==> config.mk <==
export PLATFORM = sky130hd
export DESIGN_NAME = seg_scan_ctrl
export DESIGN_NICKNAME = d
export VERILOG_FILES = /design/src/rtl/seg_pkg.sv /design/src/rtl/seg_tick_gen.sv /design/src/rtl/seg_scan_ctrl.sv
export SDC_FILE = /design/constraint.sdc
export NUM_CORES = 1
export LEC_CHECK = 0
export CORE_MARGIN = 8
export CORE_UTILIZATION = 54
export DETAILED_ROUTE_END_ITERATION = 10
export GPL_TIMING_DRIVEN = 0
export HOLD_SLACK_MARGIN = 0.03
export PLACE_DENSITY_LB_ADDON = 0.08
export SETUP_SLACK_MARGIN = 0.02
export SLEW_MARGIN = 40
export SYNTH_ARGS = -nofsm -noshare
export SYNTH_HDL_FRONTEND = slang
export SYNTH_SLANG_ARGS = --single-unit
==> constraint.sdc <==
create_clock -name clk -period 3.08 [get_ports clk]
set_input_delay 0.462 -clock clk [delete_from_list [all_inputs] [get_ports clk]]
set_output_delay 0.462 -clock clk [all_outputs]
set_load 0.005 [all_outputs]
==> src/rtl/seg_pkg.sv <==
// seg_pkg: shared constants, types and helpers for the seven-segment scan path.
//   NUM_DIGITS - number of multiplexed digits
//   ANODE_OFF  - anode pattern with every digit dark (anodes are active-low)
//   BLANK_CODE - digit code with the blank flag set (bit4) and hex 0
//   dig_idx_t  - 2-bit digit index
//   lz_mask()  - leading-zero visibility mask, used when SEG_LZ_BLANK_EN is defined
package seg_pkg;

  localparam int         NUM_DIGITS = 4;
  localparam logic [3:0] ANODE_OFF  = 4'b1111;
  localparam logic [4:0] BLANK_CODE = 5'b10000;

  typedef logic [1:0] dig_idx_t;

  // A digit stays visible once any digit at or above it is non-zero;
  // digit 0 is always visible so a zero value still shows "0".
  function automatic logic [3:0] lz_mask(input logic [15:0] val);
    logic [3:0] m;
    m[3] = |val[15:12];
    m[2] = m[3] | (|val[11:8]);
    m[1] = m[2] | (|val[7:4]);
    m[0] = 1'b1;
    return m;
  endfunction

endpackage

==> src/rtl/seg_tick_gen.sv <==
// seg_tick_gen: digit-slot prescaler.
//   clk  in  system clock
//   rst  in  synchronous reset, active-high
//   tick out high during the cycle the counter sits at TICK_DIV-1
// With TICK_DIV=1 the counter stays at 0 and tick is high every cycle.
module seg_tick_gen #(
  parameter int unsigned TICK_DIV = 100000,
  parameter int unsigned CNT_W    = 24
) (
  input  logic clk,
  input  logic rst,
  output logic tick
);

  localparam logic [CNT_W-1:0] CNT_LAST = CNT_W'(TICK_DIV - 1);

  logic [CNT_W-1:0] cnt_r;

  assign tick = (cnt_r == CNT_LAST);

  // Free-running slot counter, wraps to 0 after the last count.
  always_ff @(posedge clk) begin
    if (rst) begin
      cnt_r <= '0;
    end else if (tick) begin
      cnt_r <= '0;
    end else begin
      cnt_r <= cnt_r + CNT_W'(1);
    end
  end

endmodule

==> src/rtl/seg_scan_ctrl.sv <==
// seg_scan_ctrl: time-multiplexed scan controller for a 4-digit seven-segment display.
//   clk       in  system clock
//   rst       in  synchronous reset, active-high
//   value     in  16 four hex nibbles, digit k = value[4k+3:4k]
//   dig_en    in  4  per-digit enable (0 = dark)
//   dp_in     in  4  per-digit decimal point request, active-high
//   an        out 4  anode select, active-low
//   nib       out 5  {blank, hex} code for hex7seg
//   dp        out 1  decimal point, active-low
//   scan_done out 1  one-cycle pulse after a frame snapshot
// Optional build macro SEG_LZ_BLANK_EN: blank leading-zero digits at snapshot time.
module seg_scan_ctrl
  import seg_pkg::*;
#(
  parameter int unsigned TICK_DIV = 100000,
  parameter int unsigned CNT_W    = 24
) (
  input  logic        clk,
  input  logic        rst,
  input  logic [15:0] value,
  input  logic [3:0]  dig_en,
  input  logic [3:0]  dp_in,
  output logic [3:0]  an,
  output logic [4:0]  nib,
  output logic        dp,
  output logic        scan_done
);

  logic        tick_s;
  logic [3:0]  vis_mask_s;

  dig_idx_t    idx_r;
  logic [15:0] sh_val_r;
  logic [3:0]  sh_en_r;
  logic [3:0]  sh_dp_r;
  logic [3:0]  an_r;
  logic [4:0]  nib_r;
  logic        dp_r;
  logic        done_r;

  dig_idx_t    idx_nxt_s;
  logic [15:0] val_nxt_s;
  logic [3:0]  en_nxt_s;
  logic [3:0]  dpm_nxt_s;
  logic        snap_s;
  logic        cur_en_s;
  logic [3:0]  an_nxt_s;
  logic [4:0]  nib_nxt_s;
  logic        dp_nxt_s;

  seg_tick_gen #(
    .TICK_DIV (TICK_DIV),
    .CNT_W    (CNT_W)
  ) u_tick_gen (
    .clk  (clk),
    .rst  (rst),
    .tick (tick_s)
  );

`ifdef SEG_LZ_BLANK_EN
  assign vis_mask_s = dig_en & lz_mask(value);
`else
  assign vis_mask_s = dig_en;
`endif

  assign snap_s = tick_s & (idx_r == 2'd3);

  // Next index and shadow contents; the snapshot happens on the tick that wraps idx.
  always_comb begin
    idx_nxt_s = idx_r;
    val_nxt_s = sh_val_r;
    en_nxt_s  = sh_en_r;
    dpm_nxt_s = sh_dp_r;
    if (tick_s) begin
      idx_nxt_s = idx_r + 2'd1;
      if (snap_s) begin
        val_nxt_s = value;
        en_nxt_s  = vis_mask_s;
        dpm_nxt_s = dp_in;
      end else begin
        val_nxt_s = sh_val_r;
        en_nxt_s  = sh_en_r;
        dpm_nxt_s = sh_dp_r;
      end
    end else begin
      idx_nxt_s = idx_r;
    end
  end

  // Output codes for the slot being entered, built from the post-snapshot shadows
  // so digit 0 of a fresh frame shows the newly captured value.
  always_comb begin
    cur_en_s  = en_nxt_s[idx_nxt_s];
    nib_nxt_s = BLANK_CODE;
    if (cur_en_s) begin
      an_nxt_s = ~(4'b0001 << idx_nxt_s);
    end else begin
      an_nxt_s = ANODE_OFF;
    end
    case (idx_nxt_s)
      2'd0:    nib_nxt_s = {~cur_en_s, val_nxt_s[3:0]};
      2'd1:    nib_nxt_s = {~cur_en_s, val_nxt_s[7:4]};
      2'd2:    nib_nxt_s = {~cur_en_s, val_nxt_s[11:8]};
      2'd3:    nib_nxt_s = {~cur_en_s, val_nxt_s[15:12]};
      default: nib_nxt_s = BLANK_CODE;
    endcase
    dp_nxt_s = ~(dpm_nxt_s[idx_nxt_s] & cur_en_s);
  end

  // Index, shadow and output registers; everything updates only on a tick.
  always_ff @(posedge clk) begin
    if (rst) begin
      idx_r    <= 2'd0;
      sh_val_r <= 16'h0000;
      sh_en_r  <= 4'b0000;
      sh_dp_r  <= 4'b0000;
      an_r     <= ANODE_OFF;
      nib_r    <= BLANK_CODE;
      dp_r     <= 1'b1;
      done_r   <= 1'b0;
    end else if (tick_s) begin
      idx_r    <= idx_nxt_s;
      sh_val_r <= val_nxt_s;
      sh_en_r  <= en_nxt_s;
      sh_dp_r  <= dpm_nxt_s;
      an_r     <= an_nxt_s;
      nib_r    <= nib_nxt_s;
      dp_r     <= dp_nxt_s;
      done_r   <= snap_s;
    end else begin
      done_r   <= 1'b0;
    end
  end

  assign an        = an_r;
  assign nib       = nib_r;
  assign dp        = dp_r;
  assign scan_done = done_r;

endmodule

=== After elaboration in Yosys (flattened, before gate mapping) ===
Index checks and enable logic that the tools add are counted.

* $add $sub $neg: 2
* Multipliers: 0
* Divide/modulo/power cells: 0
* $lt $le $gt $ge: 1
* Eq/ne operators: 5
* Shift-type cells: 1
* Mux-type cells: 12
* Bitwise logic cells: 6
* Reduce and logical (&&, ||, !) cells: 3

{| class="wikitable"
|+ Operators with widths
! kind !! count
|-
| $add A24 B1 Y24 const B || 1
|-
| $eq A24 B17 Y1 const B || 1
|-
| $mux W4 || 5
|-
| $pmux W5 S4 || 1
|-
| $mux W16 || 1
|-
| $eq A2 B2 Y1 const B || 3
|-
| $bmux W1 S2 || 2
|-
| $not A4 Y4 || 1
|-
| $reduce_or A2 Y1 || 2
|-
| $shl A1 B2 Y4 const A || 1
|-
| $lt A2 B3 Y1 const B || 1
|-
| $not A1 Y1 || 3
|-
| $add A2 B1 Y2 const B || 1
|-
| $and A1 B1 Y1 || 2
|-
| $eq A2 B1 Y1 const B || 1
|-
| $logic_not A2 Y1 || 1
|-
| $mux W1 || 2
|-
| $mux W2 || 1
|}

* Register bits after elaboration: 61
* Bits in latches: 0
* Bits in writable memories: 0
* ROM bits: 0
* Bits of input ports: 26
* Word-level logic and storage cells: 39
* Memories: 0

=== Depth between registers and ports, before layout ===
Gate-level depths: netlist of the first run.

* Word-level depth: 8
* Mapped depth: 9
* Depth with buffers taken out: 7

=== Cells and area by module ===
From an unflattened synthesis of the first run, not the netlist that was laid out.

* Cells, all modules: 326
* Area, all modules: 2894.0 sq um

{| class="wikitable"
|+ By module, submodules not included
! module !! instances !! cells an instance !! area each (sq um) !! seq. area each (sq um)
|-
| seg_scan_ctrl || 1 || 196 || 1760.4 || 740.7
|-
| seg_tick_gen || 1 || 130 || 1133.6 || 480.5
|}

=== Least setup slack after synthesis of the first run ===
Ideal clock, no wire load.

* Path type: flip-flop to flip-flop
* From: register idx_r[1]
* To: register dp_r (netlist: dp)
* Arrival: 2.176 ns
* Data required time: 3.022 ns
* Setup slack: 0.845 ns
* Stages on the path, launching flop included: 9
* Path buffers: 1
* Clock period less this slack: 2.235 ns
* Cells stage by stage: dfxtp_1 -> ha_1 -> buf_2 -> inv_1 -> or4_1 -> o21ai_0 -> o2bb2a_1 -> nor4_1 -> o22a_1

* Cells in the longest elaborated chain, start to end: 8

{| class="wikitable"
|+ RTL lines
! what !! RTL line !! text
|-
| start, declared || seg_scan_ctrl.sv:32 || <nowiki>dig_idx_t idx_r;</nowiki>
|-
| start signal, assigned || seg_scan_ctrl.sv:122 || <nowiki>idx_r <= idx_nxt_s;</nowiki>
|-
| $eq A2 B2 Y1 || seg_scan_ctrl.sv:66 || <nowiki>assign snap_s = tick_s & (idx_r == 2'd3);</nowiki>
|-
| $and A1 B1 Y1 || seg_scan_ctrl.sv:66 ||
|-
| $mux W4 || seg_scan_ctrl.sv:76 || <nowiki>if (snap_s) begin</nowiki>
|-
| $mux W4 || seg_scan_ctrl.sv:74 || <nowiki>if (tick_s) begin</nowiki>
|-
| $bmux W1 S2 (on tied branches) || seg_scan_ctrl.sv:107, seg_scan_ctrl.sv:93 ||
|-
| $mux W1 (on tied branches) || seg_scan_ctrl.sv:107, seg_scan_ctrl.sv:93 ||
|-
| $and A1 B1 Y1 * || seg_scan_ctrl.sv:107 || <nowiki>dp_nxt_s = ~(dpm_nxt_s[idx_nxt_s] & cur_en_s);</nowiki>
|-
| $not A1 Y1 * || seg_scan_ctrl.sv:107 ||
|-
| end signal, assigned || seg_scan_ctrl.sv:128 || <nowiki>dp_r <= dp_nxt_s;</nowiki>
|-
| end, declared || seg_scan_ctrl.sv:38 || <nowiki>logic dp_r;</nowiki>
|}

Every way passes the cells marked *; elsewhere a longest branch is shown, timed or not. The select of a mux whose other input is x is not followed.
A chain may end at the register's enable or synchronous reset.

=== Worst setup path in the final report of the first run ===
Ends and elaborated chain as after synthesis.

==> impl_metrics.env, run 1 <==
export IMPL_synth_xor_area_share_pct=7.16
export IMPL_die_area_um2=7770
export IMPL_hold_start="u_tick_gen.cnt_r[0]$_SDFF_PP0_"
export IMPL_postCtsSetupBuffers=0
export IMPL_synth_simple_area_share_pct=24.2
export IMPL_hold_depth=1
export IMPL_fin_skew_ns=0.00630
export IMPL_reg2reg_setup_slack_ns=0.49
export IMPL_synth_adder_area_share_pct=0.890
export IMPL_layout_nets=389
export IMPL_cts_buffer_depth=2
export IMPL_diodes=0
export IMPL_grt_pass1_wl_mm=11.0
export IMPL_yosysTopAreaCellShare_pct=43.4
export IMPL_totalWireLength_mm=6.55
export IMPL_grt_pass1_vias=2287
export IMPL_cts_clk_slew_worst_paths_ns=0.07
export IMPL_drv_slew=0
export IMPL_drc=0
export IMPL_cts_inserted_buffers=9
export IMPL_whs_endpoint="u_tick_gen.cnt_r[0]$_SDFF_PP0_"
export IMPL_crit_start="idx_r[1]$_SDFFE_PP0N_"
export IMPL_synth_warnings=0
export IMPL_yosysTopAreaCell="dfxtp_1"
export IMPL_arrival_ns=2.87
export IMPL_cts_tree="built"
export IMPL_period_needed_ns=2.59
export IMPL_rsz0062_at_grt="false"
export IMPL_synthFlopType="dfxtp_1"
export IMPL_netlist_top_cells_count="dfxtp_1, nor2_1, nand2_1"
export IMPL_grt_overflow=0
export IMPL_gp_congestion=0.860
export IMPL_status="completed"
export IMPL_cap_violations=0
export IMPL_grt_max_degree=11
export IMPL_synth_compound_area_share_pct=14.1
export IMPL_ys_seq_elements=61
export IMPL_viasPerCell=5.54
export IMPL_muxShareOfSynthArea_pct=6.58
export IMPL_critical_path_class="register to register"
export IMPL_cp_slowest_cell="or4_1"
export IMPL_syn_avg_cell_area_um2=8.96
export IMPL_fmax_mhz=385
export IMPL_synth_most_common_cell="dfxtp_1"
export IMPL_synth_net_count=342
export IMPL_die_w_um=88.2
export IMPL_final_layout_size_suffix_gt1_share_pct=8.77
export IMPL_core_um2=5070
export IMPL_syn_inst=314
export IMPL_synth_edff_count=0
export IMPL_slew_headroom_pct=49.2
export IMPL_p_per_area_nw_per_um2=436
export IMPL_cts_resized=0
export IMPL_reg2regPathDepth=8
export IMPL_setup_viol=0
export IMPL_hold_buffers=0
export IMPL_yosys_top_cells_area="dfxtp_1, nor2_1, mux2i_1"
export IMPL_place_ws_ns=0.536
export IMPL_final_antenna_net_count=0
export IMPL_fillCellCount=455
export IMPL_yosysUniqueCellTypes=48
export IMPL_drt_iter0_markers=128
export IMPL_leakage_nw=1.19
export IMPL_finalCritPeriodShare_pct=84.2
export IMPL_critical_path_cell_chain="ha_1 -> buf_2 -> inv_1 -> or4_1 -> o21ai_0 -> o2bb2a_1 -> nor4_1 -> o22a_1"
export IMPL_crit_path_start_kind="register"
export IMPL_syn_area_um2=2810
export IMPL_start_util_pct=55.4
export IMPL_r2r_end="dp$_SDFFE_PP1N_"
export IMPL_path_delay_family="simple AND/OR/NAND/NOR gates"
export IMPL_synth_top_family_by_area="simple AND/OR/NAND/NOR gates"
export IMPL_cp_num_buf_inv=2
export IMPL_num_io_pins=37
export IMPL_die_h_um=88.2
export IMPL_finalInstanceArea_um2=3440
export IMPL_drt_first_pass_iters=4
export IMPL_post_dp_hpwl_mm=4.74
export IMPL_antenna_found_initial=0
export IMPL_cp_max_fo=7
export IMPL_clkSinkCount=61
export IMPL_wl_per_cell_um=15.1
export IMPL_ys_seq_area_share_pct=43.4
export IMPL_cts_root_buf="clkbuf_8"
export IMPL_grtUsageTotal_pct=18.2
export IMPL_crit_required_ns=3.35
export IMPL_tightest_slew_ns=0.762
export IMPL_insertion_delay_ns=0.33
export IMPL_timing_rr_start="idx_r[1]$_SDFFE_PP0N_"
export IMPL_num_rows=26
export IMPL_area_growth_pct=22.2
export IMPL_finalHoldViolCount=0
export IMPL_setup_worst_path_end_class="register"
export IMPL_irDropWorstVdd_uv=460
export IMPL_vias=2411
export IMPL_critPathMaxStageDelay_ns=0.64
export IMPL_power_w=0.00150
export IMPL_setup_slack_ns=0.485
export IMPL_hold_path_class="register to register"
export IMPL_async_flop_share_pct=0
export IMPL_htreeDepth=3
export IMPL_place_area_um2=3260
export IMPL_portBuffers=36
export IMPL_finalSetupTns_ns=0
worst reg2reg max path: stages (launching register included):
cell and delay [ns]:
dfxtp_1 0.44, ha_1 0.18, buf_2 0.19, inv_1 0.10, or4_1 0.64, o21ai_0 0.24, o2bb2a_1 0.25, nor4_1 0.34
o22a_1 0.17
sequential cells by signal (all words and copies together), names as in the netlist:
name              flops
an                    4
dp                    1
idx_r                 2
u_tick_gen.cnt_r     24
sh_en_r               4
sh_val_r             16
sh_dp_r               4
nib                   5
scan_done             1
layer usage:
layer / wire length [um] / vias up / part of all wire, % / track usage [%]
met2: 2710 / 75 / 41 / 25.7
met1: 3220 / 1123 / 49 / 25.4
li1: - / 1202 / - / -
met3: 509 / 11 / 7.8 / 4.13
met5: 0 / - / 0 / 0
met4: 116 / 0 / 1.8 / 8.29
per-stage QoR:
step / cells / hold slack, ns / utilization [%]
after detailed placement: 420 / 0.443 / 64.3
final: 435 / 0.450 / 67.8
after global routing: 435 / 0.469 / 67.8
after global placement: 420 / 0.431 / 64.3
after CTS: 435 / 0.452 / 67.8
after floorplan: 314 / 0.418 / -
cell type report:
cell class                      count  area (um2)  area share [%]
Buffer                             17        80.1            2.33
Multi-Input combinational cell    230        1490            43.3
Clock buffer                       14         173            5.02
Timing Repair Buffer               36         360            10.5
Sequential cell                    61        1220            35.5
Inverter                            6        22.5           0.655
Clock inverter                      1        5.00           0.146
Tap cell                           70        87.6            2.55
cell families after synthesis:
logic type / after synthesis
xor gates and xnor gates: 23
and+or+nand+nor: 129
DFF: 61
adders and majority gates: 2
AOI/OAI and AO/OA: 58
buffers and inverters: 23
muxes: 18
worst max path at each step:
stage	endpoint	slack, ns	depth (start not counted)
detailed placement	dp$_SDFFE_PP1N_	0.54	8
global placement	dp$_SDFFE_PP1N_	0.55	8
finish	dp$_SDFFE_PP1N_	0.49	8
CTS	dp$_SDFFE_PP1N_	0.52	8
floorplan	dp$_SDFFE_PP1N_	0.85	8
global route	dp$_SDFFE_PP1N_	0.27	8
cell usage in the layout, fill, tap and decap left out, drive strengths merged, types with 6 or more instances in the layout:
master,synthesis,final
clkdlybuf4s50,0,36
xor2,11,11
a21oi,20,20
nand4,10,10
dfxtp,61,61
nand2,33,33
nor3,6,6
nor2,42,42
inv,6,6
buf,6,6
xnor2,12,12
o21ai,12,12
clkbuf,11,25
nand3,11,11
and3,9,9
nor4,6,6
mux2i,14,14
report_power, final:
group	total [W]	internal (W)	switching, W
Sequential	0.000795	0.000792	0.00000293
Combinational	0.0000589	0.0000337	0.0000251
Clock	0.000644	0.000353	0.000291
(Power assumes the default switching activity.)
==> run 2, diff against run 1 <==
==> constraint.sdc (replaced) <==
create_clock -name clk -period 2.4 [get_ports clk]
set_input_delay 0.36 -clock clk [delete_from_list [all_inputs] [get_ports clk]]
set_output_delay 0.36 -clock clk [all_outputs]
set_load 0.005 [all_outputs]
==> run 2 against run 1 <==
  * First-iteration DRC count decreased by 13%
  * Via count fell by 0.29%
  * Core utilization is 1.6 points higher
  * Register-to-register slack got worse by 0.39 ns
  * Clock power grew 28%
  * Critical endpoint unchanged
  * Largest power group unchanged
==> impl_metrics.env, run 2 (synthesized netlist as in run 1, its figures left out) <==
export IMPL_critical_path_class="register to register"
export IMPL_grtUsageTotal_pct=18.3
export IMPL_p_per_area_nw_per_um2=547
export IMPL_fmax_mhz=434
export IMPL_r2r_end="dp$_SDFFE_PP1N_"
export IMPL_cp_slowest_cell="or4_4"
export IMPL_portBuffers=36
export IMPL_hold_path_class="register to register"
export IMPL_layout_nets=390
export IMPL_hold_start="sh_val_r[0]$_SDFFE_PP0N_"
export IMPL_tightest_slew_ns=0.762
export IMPL_grt_pass1_wl_mm=11.1
export IMPL_antenna_found_initial=0
export IMPL_vias=2404
export IMPL_reg2reg_setup_slack_ns=0.1
export IMPL_num_rows=26
export IMPL_place_ws_ns=-0.144
export IMPL_dp_cells=420
export IMPL_wl_per_cell_um=15.5
export IMPL_cp_num_buf_inv=2
export IMPL_layout_common_cells="dfxtp_1, nor2_1, clkdlybuf4s50_1, nand2_1, a21oi_1"
export IMPL_cts_root_buf="clkbuf_8"
export IMPL_critPathMaxStageDelay_ns=0.60
export IMPL_clkSinkCount=61
export IMPL_gp_congestion=0.860
export IMPL_setup_worst_path_end_class="register"
export IMPL_drt_first_pass_iters=4
export IMPL_reg2regPathDepth=8
export IMPL_cap_violations=0
export IMPL_status="completed"
export IMPL_final_layout_size_suffix_gt1_share_pct=14.2
export IMPL_setup_slack_ns=0.0978
export IMPL_totalWireLength_mm=6.75
export IMPL_whs_endpoint="sh_val_r[0]$_SDFFE_PP0N_"
export IMPL_grt_overflow=0
export IMPL_area_growth_pct=25.1
export IMPL_timing_rr_start="idx_r[1]$_SDFFE_PP0N_"
export IMPL_hold_ws_ns=0.450
export IMPL_cts_inserted_buffers=9
export IMPL_stdcell_count=436
export IMPL_core_um2=5070
export IMPL_leakage_nw=1.21
export IMPL_drt_iter0_markers=111
export IMPL_crit_path_start_kind="register"
export IMPL_htreeDepth=3
export IMPL_finalCritPeriodShare_pct=95.9
export IMPL_viasPerCell=5.51
export IMPL_num_io_pins=37
export IMPL_period_needed_ns=2.30
export IMPL_fin_skew_ns=0.00567
export IMPL_arrival_ns=2.58
export IMPL_die_h_um=88.2
export IMPL_largest_register_ffs=24
export IMPL_path_delay_family="simple AND/OR/NAND/NOR gates"
export IMPL_die_area_um2=7770
export IMPL_irDropWorstVdd_uv=592
export IMPL_rsz0062_at_grt="true"
export IMPL_grt_max_degree=11
export IMPL_cts_tree="built"
export IMPL_drv_slew=0
export IMPL_final_antenna_net_count=0
export IMPL_place_area_um2=3260
export IMPL_slew_headroom_pct=49.2
export IMPL_hold_buffers=0
export IMPL_die_w_um=88.2
export IMPL_crit_required_ns=2.68
export IMPL_grt_pass1_vias=2298
export IMPL_insertion_delay_ns=0.33
export IMPL_diodes=0
export IMPL_post_dp_hpwl_mm=4.74
export IMPL_finalInstanceArea_um2=3520
export IMPL_drc=0
export IMPL_finalHoldViolCount=0
export IMPL_setup_viol=0
export IMPL_cts_buffer_depth=2
export IMPL_largest_register="u_tick_gen.cnt_r"
export IMPL_hold_depth=2
export IMPL_critical_path_cell_chain="ha_1 -> clkbuf_4 -> inv_1 -> or4_4 -> o21ai_2 -> o2bb2a_1 -> nor4_2 -> o22a_1"
export IMPL_start_util_pct=55.4
export IMPL_cts_clk_slew_worst_paths_ns=0.07
export IMPL_fillCellCount=450
export IMPL_mostFrequentLayoutCell="dfxtp_1"
export IMPL_cp_max_fo=7
## run 2: worst register-to-register path, cell delays in order, from the launching register on
cell and delay [ns]:
dfxtp_4 0.38, ha_1 0.15, clkbuf_4 0.19, inv_1 0.10
or4_4 0.60, o21ai_2 0.15, o2bb2a_1 0.24, nor4_2 0.29
o22a_1 0.15
## run 2: area by class of cell
type	instances	area (um2)	share of cell area (%)
sequential	61	1230	34.9
timing repair buffer	37	368	10.5
buffer	17	96.3	2.74
multi-input combinational	230	1540	43.7
tap	70	87.6	2.49
clock buffer	14	173	4.91
clock inverter	1	5.00	0.142
inverter	6	22.5	0.640
## run 2: how the worst max path moves through the flow
| stage | from | end | slack, ns | cells past startpoint |
|---|---|---|---|---|
| floorplan | idx_r[1]$_SDFFE_PP0N_ | dp$_SDFFE_PP1N_ | 0.17 | 8 |
| global route | u_tick_gen.cnt_r[13]$_SDFF_PP0_ | an[0]$_SDFFE_PP1N_ | -0.007 | 6 |
| CTS | idx_r[1]$_SDFFE_PP0N_ | dp$_SDFFE_PP1N_ | 0.007 | 8 |
| detailed placement | idx_r[1]$_SDFFE_PP0N_ | dp$_SDFFE_PP1N_ | -0.14 | 8 |
| global placement | idx_r[1]$_SDFFE_PP0N_ | dp$_SDFFE_PP1N_ | -0.13 | 8 |
| finish | idx_r[1]$_SDFFE_PP0N_ | dp$_SDFFE_PP1N_ | 0.1 | 8 |
## run 2: through the flow
step / total power, W / setup TNS, ns / utilization [%]
floorplan: 0.00106 / 0 / -
global placement: 0.00112 / -0.285 / 64.3
detailed placement: 0.00112 / -0.496 / 64.3
CTS: 0.00194 / 0 / 68.2
global route: 0.00199 / -0.00672 / 69.3
finish: 0.00192 / 0 / 69.3
## run 2: timing repair
item / in CTS / in global routing
setup endpoints to repair: 33 / 20
buffers inserted: 1 / 0
pin swaps: 1 / 1
resized for setup: 8 / 23
## run 2: routing by layer
metal	part of all wire (%)	vias to the layer above	global-route usage [%]
li1	-	1203	-
met1	50	1129	25.2
met2	42	61	25.8
met3	6.5	11	4.88
met4	1.7	0	8.60
met5	0	-	0
## run 2: report_power, final
part | switching (W) | internal [W]
sequential | 0.00000386 | 0.00102
combinational | 0.0000332 | 0.0000443
clock | 0.000374 | 0.000453
